## config.mk

```make
export PLATFORM = sky130hd
export DESIGN_NAME = conway_nxm_serial_flat
export DESIGN_NICKNAME = d
export VERILOG_FILES = /design/src/rtl/conway_nxm_serial_if.sv /design/src/rtl/conway_nxm_serial.sv /design/src/flat_wrapper.sv
export SDC_FILE = /design/constraint.sdc
export NUM_CORES = 1
export LEC_CHECK = 0
export ABC_AREA = 1
export CAP_MARGIN = 20
export CORE_MARGIN = 4
export CORE_UTILIZATION = 30
export DETAILED_ROUTE_END_ITERATION = 8
export PLACE_DENSITY = 0.41
export SETUP_SLACK_MARGIN = 0.02
export SYNTH_ARGS = -nofsm -noshare
export SYNTH_HDL_FRONTEND = slang
export SYNTH_SLANG_ARGS = --single-unit
```

## constraint.sdc

```tcl
create_clock -name clk -period 5.9 [get_ports clk]
set_input_delay 1.18 -clock clk [delete_from_list [all_inputs] [get_ports clk]]
set_output_delay 1.18 -clock clk [all_outputs]
set_load 0.02 [all_outputs]
```

## src/rtl/conway_nxm_serial_if.sv

```systemverilog
// ============================================================================
// Module : conway_nxm_serial_if
// Brief  : Command, serial data and status bundle for conway_nxm_serial.
// Rev    : 1.0 - initial release
// ============================================================================
`default_nettype none

interface conway_nxm_serial_if #(
  parameter int GEN_W = 16
);
  logic [1:0]       cmd;
  logic             cmd_valid;
  logic             cmd_ready;
  logic [GEN_W-1:0] steps;
  logic             wrap;
  logic             data_in;
  logic             data_in_valid;
  logic             data_out;
  logic             data_out_valid;
  logic             busy;
  logic             done;
  logic [GEN_W-1:0] gen_count;
  logic             stable;

  modport master (
    output cmd, cmd_valid, steps, wrap, data_in, data_in_valid,
    input  cmd_ready, data_out, data_out_valid, busy, done, gen_count, stable
  );

  modport slave (
    input  cmd, cmd_valid, steps, wrap, data_in, data_in_valid,
    output cmd_ready, data_out, data_out_valid, busy, done, gen_count, stable
  );
endinterface

`default_nettype wire

```

## src/rtl/conway_nxm_serial.sv

```systemverilog
// ============================================================================
// Module : conway_nxm_serial
// Brief  : WIDTHxHEIGHT Game of Life engine (B3/S23), one generation per
//          cycle, with serial load/dump and a command handshake.
// Rev    : 1.0 - initial release
// ============================================================================
`default_nettype none

module conway_nxm_serial #(
  parameter int WIDTH  = 8,
  parameter int HEIGHT = 8,
  parameter int GEN_W  = 16
) (
  input  wire                  clk,
  input  wire                  rst_n,
  conway_nxm_serial_if.slave   bus
);

  localparam int N     = WIDTH * HEIGHT;
  localparam int IDX_W = $clog2(N);
  localparam logic [IDX_W-1:0] LAST_IDX = IDX_W'(N - 1);

  localparam logic [1:0] CMD_LOAD  = 2'b00;
  localparam logic [1:0] CMD_RUN   = 2'b01;
  localparam logic [1:0] CMD_DUMP  = 2'b10;
  localparam logic [1:0] CMD_CLEAR = 2'b11;

  typedef enum logic [2:0] {
    ST_IDLE  = 3'd0,
    ST_LOAD  = 3'd1,
    ST_RUN   = 3'd2,
    ST_DUMP  = 3'd3,
    ST_CLEAR = 3'd4
  } state_t;

  state_t           state_q, state_d;
  logic [N-1:0]     grid_q, grid_d;
  logic [N-1:0]     shadow_q, shadow_d;
  logic [IDX_W-1:0] cnt_q, cnt_d;
  logic [GEN_W-1:0] steps_q, steps_d;
  logic [GEN_W-1:0] gen_q, gen_d;
  logic             wrap_q, wrap_d;
  logic             stable_q, stable_d;
  logic             stop_q, stop_d;
  logic             done_q, done_d;

  logic [N-1:0]     next_grid;
  logic [3:0]       nbrs;
  logic [IDX_W-1:0] dump_idx;

  function automatic logic [IDX_W-1:0] cell_idx(input int r, input int c);
    int k;
    k = r * WIDTH + c;
    return k[IDX_W-1:0];
  endfunction

  // Neighbour lookup: wrapped coordinates on a torus, otherwise dead outside.
  function automatic logic nb_alive(input logic [N-1:0] g, input int r,
                                    input int c, input logic wrap);
    logic alive;
    alive = 1'b0;
    if (wrap) begin
      alive = g[cell_idx((r + HEIGHT) % HEIGHT, (c + WIDTH) % WIDTH)];
    end else if (r >= 0 && r < HEIGHT && c >= 0 && c < WIDTH) begin
      alive = g[cell_idx(r, c)];
    end
    return alive;
  endfunction

  always_comb begin
    next_grid = '0;
    nbrs      = '0;
    for (int r = 0; r < HEIGHT; r++) begin
      for (int c = 0; c < WIDTH; c++) begin
        nbrs = '0;
        for (int dr = -1; dr <= 1; dr++) begin
          for (int dc = -1; dc <= 1; dc++) begin
            if (dr != 0 || dc != 0) begin
              nbrs = nbrs + {3'b000, nb_alive(grid_q, r + dr, c + dc, wrap_q)};
            end
          end
        end
        if (grid_q[cell_idx(r, c)]) begin
          next_grid[cell_idx(r, c)] = (nbrs == 4'd2) || (nbrs == 4'd3);
        end else begin
          next_grid[cell_idx(r, c)] = (nbrs == 4'd3);
        end
      end
    end
  end

  always_comb begin
    state_d  = state_q;
    grid_d   = grid_q;
    shadow_d = shadow_q;
    cnt_d    = cnt_q;
    steps_d  = steps_q;
    gen_d    = gen_q;
    wrap_d   = wrap_q;
    stable_d = stable_q;
    stop_d   = stop_q;
    done_d   = 1'b0;

    case (state_q)
      ST_IDLE: begin
        if (bus.cmd_valid) begin
          wrap_d = bus.wrap;
          cnt_d  = '0;
          case (bus.cmd)
            CMD_LOAD:  state_d = ST_LOAD;
            CMD_RUN: begin
              state_d  = ST_RUN;
              steps_d  = bus.steps;
              stable_d = 1'b0;
              stop_d   = 1'b0;
            end
            CMD_DUMP:  state_d = ST_DUMP;
            CMD_CLEAR: state_d = ST_CLEAR;
            default:   state_d = ST_IDLE;
          endcase
        end
      end

      ST_LOAD: begin
        if (bus.data_in_valid) begin
          shadow_d = {shadow_q[N-2:0], bus.data_in};
          if (cnt_q == LAST_IDX) begin
            grid_d   = {shadow_q[N-2:0], bus.data_in};
            gen_d    = '0;
            stable_d = 1'b0;
            cnt_d    = '0;
            state_d  = ST_IDLE;
            done_d   = 1'b1;
          end else begin
            cnt_d = cnt_q + 1'b1;
          end
        end
      end

      // A stable generation costs one extra RUN cycle so the exit is registered.
      ST_RUN: begin
        if (stop_q || steps_q == '0) begin
          stop_d  = 1'b0;
          state_d = ST_IDLE;
          done_d  = 1'b1;
        end else if (next_grid == grid_q) begin
          stable_d = 1'b1;
          stop_d   = 1'b1;
        end else begin
          grid_d  = next_grid;
          steps_d = steps_q - 1'b1;
          gen_d   = (gen_q == '1) ? gen_q : gen_q + 1'b1;
        end
      end

      ST_DUMP: begin
        if (cnt_q == LAST_IDX) begin
          cnt_d   = '0;
          state_d = ST_IDLE;
          done_d  = 1'b1;
        end else begin
          cnt_d = cnt_q + 1'b1;
        end
      end

      ST_CLEAR: begin
        grid_d   = '0;
        shadow_d = '0;
        gen_d    = '0;
        stable_d = 1'b0;
        state_d  = ST_IDLE;
        done_d   = 1'b1;
      end

      default: state_d = ST_IDLE;
    endcase
  end

  always_ff @(posedge clk or negedge rst_n) begin
    if (!rst_n) begin
      state_q  <= ST_IDLE;
      grid_q   <= '0;
      shadow_q <= '0;
      cnt_q    <= '0;
      steps_q  <= '0;
      gen_q    <= '0;
      wrap_q   <= 1'b0;
      stable_q <= 1'b0;
      stop_q   <= 1'b0;
      done_q   <= 1'b0;
    end else begin
      state_q  <= state_d;
      grid_q   <= grid_d;
      shadow_q <= shadow_d;
      cnt_q    <= cnt_d;
      steps_q  <= steps_d;
      gen_q    <= gen_d;
      wrap_q   <= wrap_d;
      stable_q <= stable_d;
      stop_q   <= stop_d;
      done_q   <= done_d;
    end
  end

  assign dump_idx           = LAST_IDX - cnt_q;
  assign bus.cmd_ready      = (state_q == ST_IDLE);
  assign bus.busy           = (state_q != ST_IDLE);
  assign bus.done           = done_q;
  assign bus.gen_count      = gen_q;
  assign bus.stable         = stable_q;
  assign bus.data_out_valid = (state_q == ST_DUMP);
  assign bus.data_out       = (state_q == ST_DUMP) ? grid_q[dump_idx] : 1'b0;

endmodule

`default_nettype wire

```

## src/flat_wrapper.sv

```systemverilog
// flat-port wrapper written by rule: the top's interface ports become plain ports
module conway_nxm_serial_flat 
#(
  parameter int WIDTH  = 8,
  parameter int HEIGHT = 8,
  parameter int GEN_W  = 16
)
  (clk, rst_n, bus_cmd, bus_cmd_valid, bus_steps, bus_wrap, bus_data_in, bus_data_in_valid, bus_cmd_ready, bus_data_out, bus_data_out_valid, bus_busy, bus_done, bus_gen_count, bus_stable);
  conway_nxm_serial_if #(.GEN_W(GEN_W)) bus_i ();
  input  wire clk;
  input  wire rst_n;
  input wire logic [$bits(bus_i.cmd)-1:0] bus_cmd;
  input wire logic [$bits(bus_i.cmd_valid)-1:0] bus_cmd_valid;
  input wire logic [$bits(bus_i.steps)-1:0] bus_steps;
  input wire logic [$bits(bus_i.wrap)-1:0] bus_wrap;
  input wire logic [$bits(bus_i.data_in)-1:0] bus_data_in;
  input wire logic [$bits(bus_i.data_in_valid)-1:0] bus_data_in_valid;
  output wire logic [$bits(bus_i.cmd_ready)-1:0] bus_cmd_ready;
  output wire logic [$bits(bus_i.data_out)-1:0] bus_data_out;
  output wire logic [$bits(bus_i.data_out_valid)-1:0] bus_data_out_valid;
  output wire logic [$bits(bus_i.busy)-1:0] bus_busy;
  output wire logic [$bits(bus_i.done)-1:0] bus_done;
  output wire logic [$bits(bus_i.gen_count)-1:0] bus_gen_count;
  output wire logic [$bits(bus_i.stable)-1:0] bus_stable;
  assign bus_i.cmd = bus_cmd;
  assign bus_i.cmd_valid = bus_cmd_valid;
  assign bus_i.steps = bus_steps;
  assign bus_i.wrap = bus_wrap;
  assign bus_i.data_in = bus_data_in;
  assign bus_i.data_in_valid = bus_data_in_valid;
  assign bus_cmd_ready = bus_i.cmd_ready;
  assign bus_data_out = bus_i.data_out;
  assign bus_data_out_valid = bus_i.data_out_valid;
  assign bus_busy = bus_i.busy;
  assign bus_done = bus_i.done;
  assign bus_gen_count = bus_i.gen_count;
  assign bus_stable = bus_i.stable;
  conway_nxm_serial #(.WIDTH(WIDTH), .HEIGHT(HEIGHT), .GEN_W(GEN_W)) u_core (.clk(clk), .rst_n(rst_n), .bus(bus_i));
endmodule
```

==> summary.md, run 1 <==
| Metric | Value |
|---|---|
| Status | complete, no violations |
| Clock Latency Late Sink | 510 ps |
| R2R Setup Slk | 270 ps |
| Adder-cell share of the synthesized area | 33.05% |
| VDD IR-drop max | 0.0002204 V |
| Pre-antenna DRT Iters | 5 |
| Post-DP HPWL | 67.37 mm |
| Total grt overflow | 0 |
| Hold endpoint | u_core.steps_q[14]$_DFFE_PN0P_ |
| Effective utilization at floorplan | 30.41% |
| Combinational family with the most area after synthesis | adder cells |
| Cell Area, Synth | 22270 um^2 |
| Bufs on Longest Clock Path | 2 |
| Mux cell area share after synthesis | 0.05058% |
| Die outline area | 78640 um^2 |
| Routed Antenna Nets | 0 |
| Critical path class | reg2reg |
| Maxcap violations | 0 |
| Reg-to-Reg End | u_core.grid_q[26]$_DFFE_PN0P_ |
| CP most frequent cell | nand2_1 |
| Setup Viol. Count Final | 0 |
| Endpoints failing hold | 0 |
| Synth Area in XOR/XNOR | 1.141% |
| Final Skew | 16.29 ps |
| Hold-fix buffers, CTS | 0 |
| Yosys top cell area share | 21.31% |
| Worst Path Arrival | 6070 ps |
| Avg Vias per Cell | 4.982 |
| Count of different cell masters after synthesis | 45 |
| Worst rel slew slack | 25.98% |
| Slew @ Worst Pin | 1110 ps |
| Reg2Reg Depth | 26 |
| Synth area leaders | fa_1, dfrtp_1, nand2_1 |
| Clock sink total | 172 |
| Global-route wire length before repair | 133.6 mm |
| Yosys warnings | 0 |
| Post-synthesis compound-gate area fraction | 8.401% |
| Slew Viols, Final | 0 |
| Drt drc | 0 |
| Required @ worst endpoint | 6340 ps |
| Core Region | 73210 um^2 |
| Slowest stage delay, CP | 530 ps |
| Ratio of cells with drive above 1 in the final layout | 5.273% |
| # rows | 99 |
| CTS buffer count | 17 |
| Most common library cells after synthesis | nand2_1, inv_1, nor2_1, fa_1, ha_1 |
| Wire per inst | 21.50 um |
| Count leader, synth | nand2_1 |
| RR Startpoint | u_core.wrap_q$_DFFE_PN0P_ |
| Leakage | 12.94 nW |
| Pwr Density | 223.8 nW/um^2 |
| Total Routing Usage GR | 22.79% |
| Post-synthesis simple-gate area fraction | 25.03% |
| Hold crit path type | reg2reg |
| Total number of vias | 20370 |
| Footprint of the multi-input gates | 15090 um^2 |
| Deepest level of the CTS H-tree | 4 |
| Final min period | 5630 ps |
| GPL Wtd Cong | 0.9020 |
| Filler cell count | 7779 |
| Final nets | 3586 |
| Syn_area_per_cell | 7.310 um^2 |
| CP Launch Type | flop |
| Dominant register cell in the synthesized netlist | dfrtp_1 |
| Routed Wire Length | 87.91 mm |
| Sequential Area | 4305 um^2 |
| EDFF count, synth | 0 |
| WHS Path Cells | 2 |
| Max Freq | 177.6 MHz |
| Setup ws final | 270.4 ps |
| Starting DRC count in detailed routing | 1594 |
| Setup TNS | 0 ps |
| Clk slew on worst S/H paths | 80 ps |
| CTS tree | yes |
| Sequential element share of the synthesized area | 19.33% |
| Critical path's slowest cell | fa_1 |
| Pin count of the biggest net entering global routing | 96 |
| Vias in the first global route | 20560 |
| Hold Startpoint | u_core.steps_q[14]$_DFFE_PN0P_ |
| Die height | 280.4 um |
| Diodes inserted | 0 |
| Initial antenna violation count | 0 |
| P&R area growth vs syn | 12.21% |
| Setup crit end kind | flop |
| Top Ports | 46 |
| RSZ-0062 raised after global routing | false |
| Cell taking the most area after synthesis | fa_1 |
| Die Span X | 280.4 um |
| DP Worst Slack | 100.1 ps |
| Seq cells post-synth | 172 |
| Root Buffer | clkbuf_16 |
| Syn_nets | 3516 |
| Cell count after synthesis | 3046 |
| Period utilization | 95.42% |
| Fraction of registers with async set or reset after synthesis | 100.0% |
| Port bufs | 45 |
| Crit path max fanout | 35 |
-- area by class of cell --
| cell class | count | share of cell area (%) |
|---|---|---|
| Clock buffer | 18 | 1.758 |
| Clock inverter | 14 | 0.7112 |
| Inverter | 673 | 10.12 |
| Multi-Input combinational cell | 2113 | 60.42 |
| Sequential cell | 172 | 17.23 |
| Tap cell | 959 | 4.803 |
| Timing Repair Buffer | 139 | 4.958 |
-- where the power goes --
part           switching, W  leakage, nW  internal [W]
Combinational       0.00205         10.3      0.000781
Clock              0.000656        0.297      0.000618
Sequential         0.000191         2.37       0.00130
Total               0.00290         12.9       0.00269
-- sequential cells by signal, indices dropped and copies added, names as in the netlist --
signal,count
u_core.stop_q,1
u_core.shadow_q,63
u_core.bus.stable,1
u_core.state_q,3
u_core.wrap_q,1
u_core.grid_q,64
u_core.cnt_q,6
u_core.bus.done,1
u_core.bus.gen_count,16
u_core.steps_q,16
-- worst max path at each step --
stage / from / to / slack, ps / cells past startpoint
detailed placement: u_core.wrap_q$_DFFE_PN0P_ / u_core.grid_q[21]$_DFFE_PN0P_ / 100 / 26
floorplan: u_core.wrap_q$_DFFE_PN0P_ / u_core.grid_q[49]$_DFFE_PN0P_ / 740 / 28
global placement: u_core.wrap_q$_DFFE_PN0P_ / u_core.grid_q[29]$_DFFE_PN0P_ / 150 / 26
CTS: u_core.wrap_q$_DFFE_PN0P_ / u_core.grid_q[14]$_DFFE_PN0P_ / 40 / 26
global route: u_core.wrap_q$_DFFE_PN0P_ / u_core.grid_q[29]$_DFFE_PN0P_ / 40 / 26
finish: u_core.wrap_q$_DFFE_PN0P_ / u_core.grid_q[26]$_DFFE_PN0P_ / 270 / 26
-- what timing repair did --
item / 4_1_cts / 5_1_grt
buffers inserted: 0 / 2
gates resized for setup: 0 / 4
hold endpoints to repair: 0 / 0
endpoints found under the setup margin: 0 / 96
-- metal layers --
layer,part of all wire (%),routed length [um],GRT usage [%],vias up
met5,0,0,0,-
met4,1.9,1705,5.418,0
met3,4.9,4303,3.020,84
met2,45,39860,36.48,491
met1,48,42040,32.79,10150
li1,-,-,-,9644
-- cells in the final DEF, fill, tap and decap left out, types with 17 or more instances in the layout --
cell / n
nand2_1: 727
ha_1: 209
nor2_1: 249
inv_1: 663
nand3b_1: 23
nand3_1: 162
o21bai_1: 17
nand4_1: 100
xor2_1: 26
a21oi_1: 57
clkdlybuf4s50_1: 44
o21ai_0: 162
fa_1: 237
o22ai_1: 48
clkbuf_16: 17
buf_4: 87
dfrtp_1: 171
-- metrics by stage --
step                total power [W]  area, um^2  hold slack (ps)  instances  util (%)
floorplan                  0.003166       22270            441.7       3046         -
global placement           0.004297       24320            483.1       4053     33.23
detailed placement         0.004309       24320            481.7       4053     33.23
CTS                        0.005607       24940            503.2       4085     34.07
global route               0.005978       24980            535.7       4088     34.13
finish                     0.005592       24980            499.0       4088     34.13
-- cell families after synthesis --
| logic type | Yosys count |
|---|---|
| flops | 172 |
| buf+inv | 761 |
| xor+xnor | 29 |
| mux | 1 |
| simple gates | 1309 |
| fa+ha+maj | 446 |
| compound gates | 328 |
-- critical path, delay by kind of cell (launching register included) --
kind | cells | cell delay (ps)
DFF | 1 | 480
buffers and inverters | 7 | 1030
and+or+nand+nor | 14 | 1800
adders and majority gates | 5 | 2190
Power figures use the tool's default switching activity.
==> run 2: changes to the inputs <==
==> constraint.sdc (replaced) <==
create_clock -name clk -period 5.9 [get_ports clk]
set_input_delay 1.18 -clock clk [delete_from_list [all_inputs] [get_ports clk]]
set_output_delay 1.18 -clock clk [all_outputs]
set_load 0.005 [all_outputs]
==> run 2 against run 1 <==
  * Register-to-register slack better by 40 ps
  * Count of clock-buffer cells in the layout is 1 lower
  * Global-route usage is 0.13 points lower
  * Critical path type unchanged
  * Critical endpoint is now u_core.grid_q[21]$_DFFE_PN0P_
  * Largest cell class unchanged
==> summary.md, run 2 (same netlist as run 1, synthesis figures left out) <==
| Metric | Value |
|---|---|
| Status | complete, no violations |
| Final Non-Filler Cells | 4086 |
| Final Core Density | 34.08% |
| Final Skew | 17.04 ps |
| # rows | 99 |
| CP Launch Type | flop |
| Starting DRC count in detailed routing | 1633 |
| Die height | 280.4 um |
| Diodes inserted | 0 |
| Worst rel slew slack | 28.27% |
| CTS buffer count | 17 |
| P&R area growth vs syn | 12.05% |
| Clk slew on worst S/H paths | 90 ps |
| Ratio of cells with drive above 1 in the final layout | 5.277% |
| Slew Viols, Final | 0 |
| Effective utilization at floorplan | 30.41% |
| Root Buffer | clkbuf_16 |
| RSZ-0062 raised after global routing | false |
| Worst Path Arrival | 6040 ps |
| Largest register FFs | 64 |
| Total grt overflow | 0 |
| Top reg by flops | u_core.grid_q |
| Total Routing Usage GR | 22.66% |
| Pre-antenna DRT Iters | 6 |
| Clock sink total | 172 |
| Required @ worst endpoint | 6350 ps |
| Max Freq | 178.9 MHz |
| Critical path's slowest cell | fa_1 |
| Biggest regs | u_core.grid_q x64, u_core.shadow_q x63 |
| Top Ports | 46 |
| Die Span X | 280.4 um |
| Setup TNS | 0 ps |
| Avg Vias per Cell | 4.987 |
| Deepest level of the CTS H-tree | 4 |
| Internal power | 0.002638 W |
| Port bufs | 45 |
| Endpoints failing hold | 0 |
| Core Region | 73210 um^2 |
| Slew @ Worst Pin | 1072 ps |
| Crit path max fanout | 35 |
| Hold slack | 502.5 ps |
| Reg2Reg Depth | 27 |
| Total number of vias | 20380 |
| Setup Viol. Count Final | 0 |
| Clk pwr share | 22.5% |
| Maxcap violations | 0 |
| Filler cell count | 7795 |
| Post-DP HPWL | 67.45 mm |
| Sequential Power Share | 27.1% |
| Wire per inst | 21.50 um |
| Critical path class | reg2reg |
| Switching pwr | 0.002870 W |
| Most frequent cells in the layout | nand2_1, inv_1, nor2_1, fa_1, ha_1 |
| VDD IR-drop max | 0.0002551 V |
| Total power | 0.005507 W |
| GPL Wtd Cong | 0.9037 |
| Final nets | 3584 |
| Routed Antenna Nets | 0 |
| Slowest stage delay, CP | 550 ps |
| Setup crit end kind | flop |
| WHS Path Cells | 2 |
| Global-route wire length before repair | 132.9 mm |
| Hold crit path type | reg2reg |
| Drt drc | 0 |
| CP most frequent cell | nand2_1 |
| Most common cell after layout, fill and taps aside | nand2_1 |
| Initial antenna violation count | 0 |
| Switching share of total power | 52.10% |
| Vias in the first global route | 20520 |
| Pin count of the biggest net entering global routing | 96 |
| Combinational Power Share | 50.5% |
| Die outline area | 78640 um^2 |
| Pwr Density | 220.8 nW/um^2 |
| Leakage | 12.92 nW |
| Clock Latency Late Sink | 510 ps |
| Period utilization | 94.76% |
| Routed Wire Length | 87.86 mm |
| Hold-fix buffers, CTS | 0 |
| Final min period | 5591 ps |
| CTS tree | yes |
| Placed Cells | 4053 |
| Bufs on Longest Clock Path | 2 |
-- run 2: cell count changes in the layout (fill, tap and decap cells not counted), sizes merged --
cell    delta
bufinv     -1
clkbuf     -1
clkinv     -1
inv        +3
buf        -2
-- run 2: metrics by stage --
step / cell area, um^2 / setup WS, ps
after floorplan: 22270 / 741.1
after global placement: 24320 / 152.5
after detailed placement: 24320 / 115.5
after CTS: 24920 / 83.35
after global routing: 24950 / 25.07
final: 24950 / 309.1
-- run 2: power by group through the flow --
stage	combinational (W)	sequential (W)	clock, W
2_1_floorplan	0.00171	0.00143	0
3_3_place_gp	0.00276	0.00151	0
3_5_place_dp	0.00277	0.00151	0
4_1_cts	0.00278	0.00148	0.00127
5_1_grt	0.00306	0.00151	0.00130
6_report	0.00278	0.00149	0.00124
-- run 2: final timing paths --
check	startpoint	to	slack [ps]
worst min-delay path	u_core.steps_q[14]$_DFFE_PN0P_	u_core.steps_q[14]$_DFFE_PN0P_	500
max in group asynchronous	rst_n	u_core.wrap_q$_DFFE_PN0P_	4010
worst max-delay path	u_core.wrap_q$_DFFE_PN0P_	u_core.grid_q[21]$_DFFE_PN0P_	310
worst min register to register	u_core.steps_q[14]$_DFFE_PN0P_	u_core.steps_q[14]$_DFFE_PN0P_	500
worst max register to register	u_core.wrap_q$_DFFE_PN0P_	u_core.grid_q[21]$_DFFE_PN0P_	310
min in group asynchronous	rst_n	u_core.shadow_q[34]$_DFFE_PN0P_	680
-- run 2: area by class of cell --
cell class                      count  area (um^2)  area share [%]
Inverter                          673         2527           10.13
Clock inverter                     15        168.9          0.6771
Multi-Input combinational cell   2113        15100           60.51
Clock buffer                       17        425.4           1.705
Timing Repair Buffer              137         1224           4.905
Tap cell                          959         1200           4.810
Sequential cell                   172         4305           17.26
-- run 2: what timing repair did --
action,CTS,global route
setup endpoints to repair,0,96
setup buffers,0,0
gates resized for setup,0,6
-- run 2: per-layer routing --
layer | vias to the layer above | part of all wire, % | GRT usage [%]
met5 | - | 0 | 0
li1 | 9643 | - | -
met2 | 499 | 45 | 36.17
met1 | 10160 | 48 | 32.44
met3 | 79 | 4.9 | 3.162
met4 | 0 | 2.2 | 5.795
-- run 2: worst max-delay path, delay by kind of cell (launching register included) --
kind            cells  cell delay (ps)
simple gates       17             2050
flops               1              500
fa+ha+maj           4             1920
compound gates      1              110
buf+inv             5              850
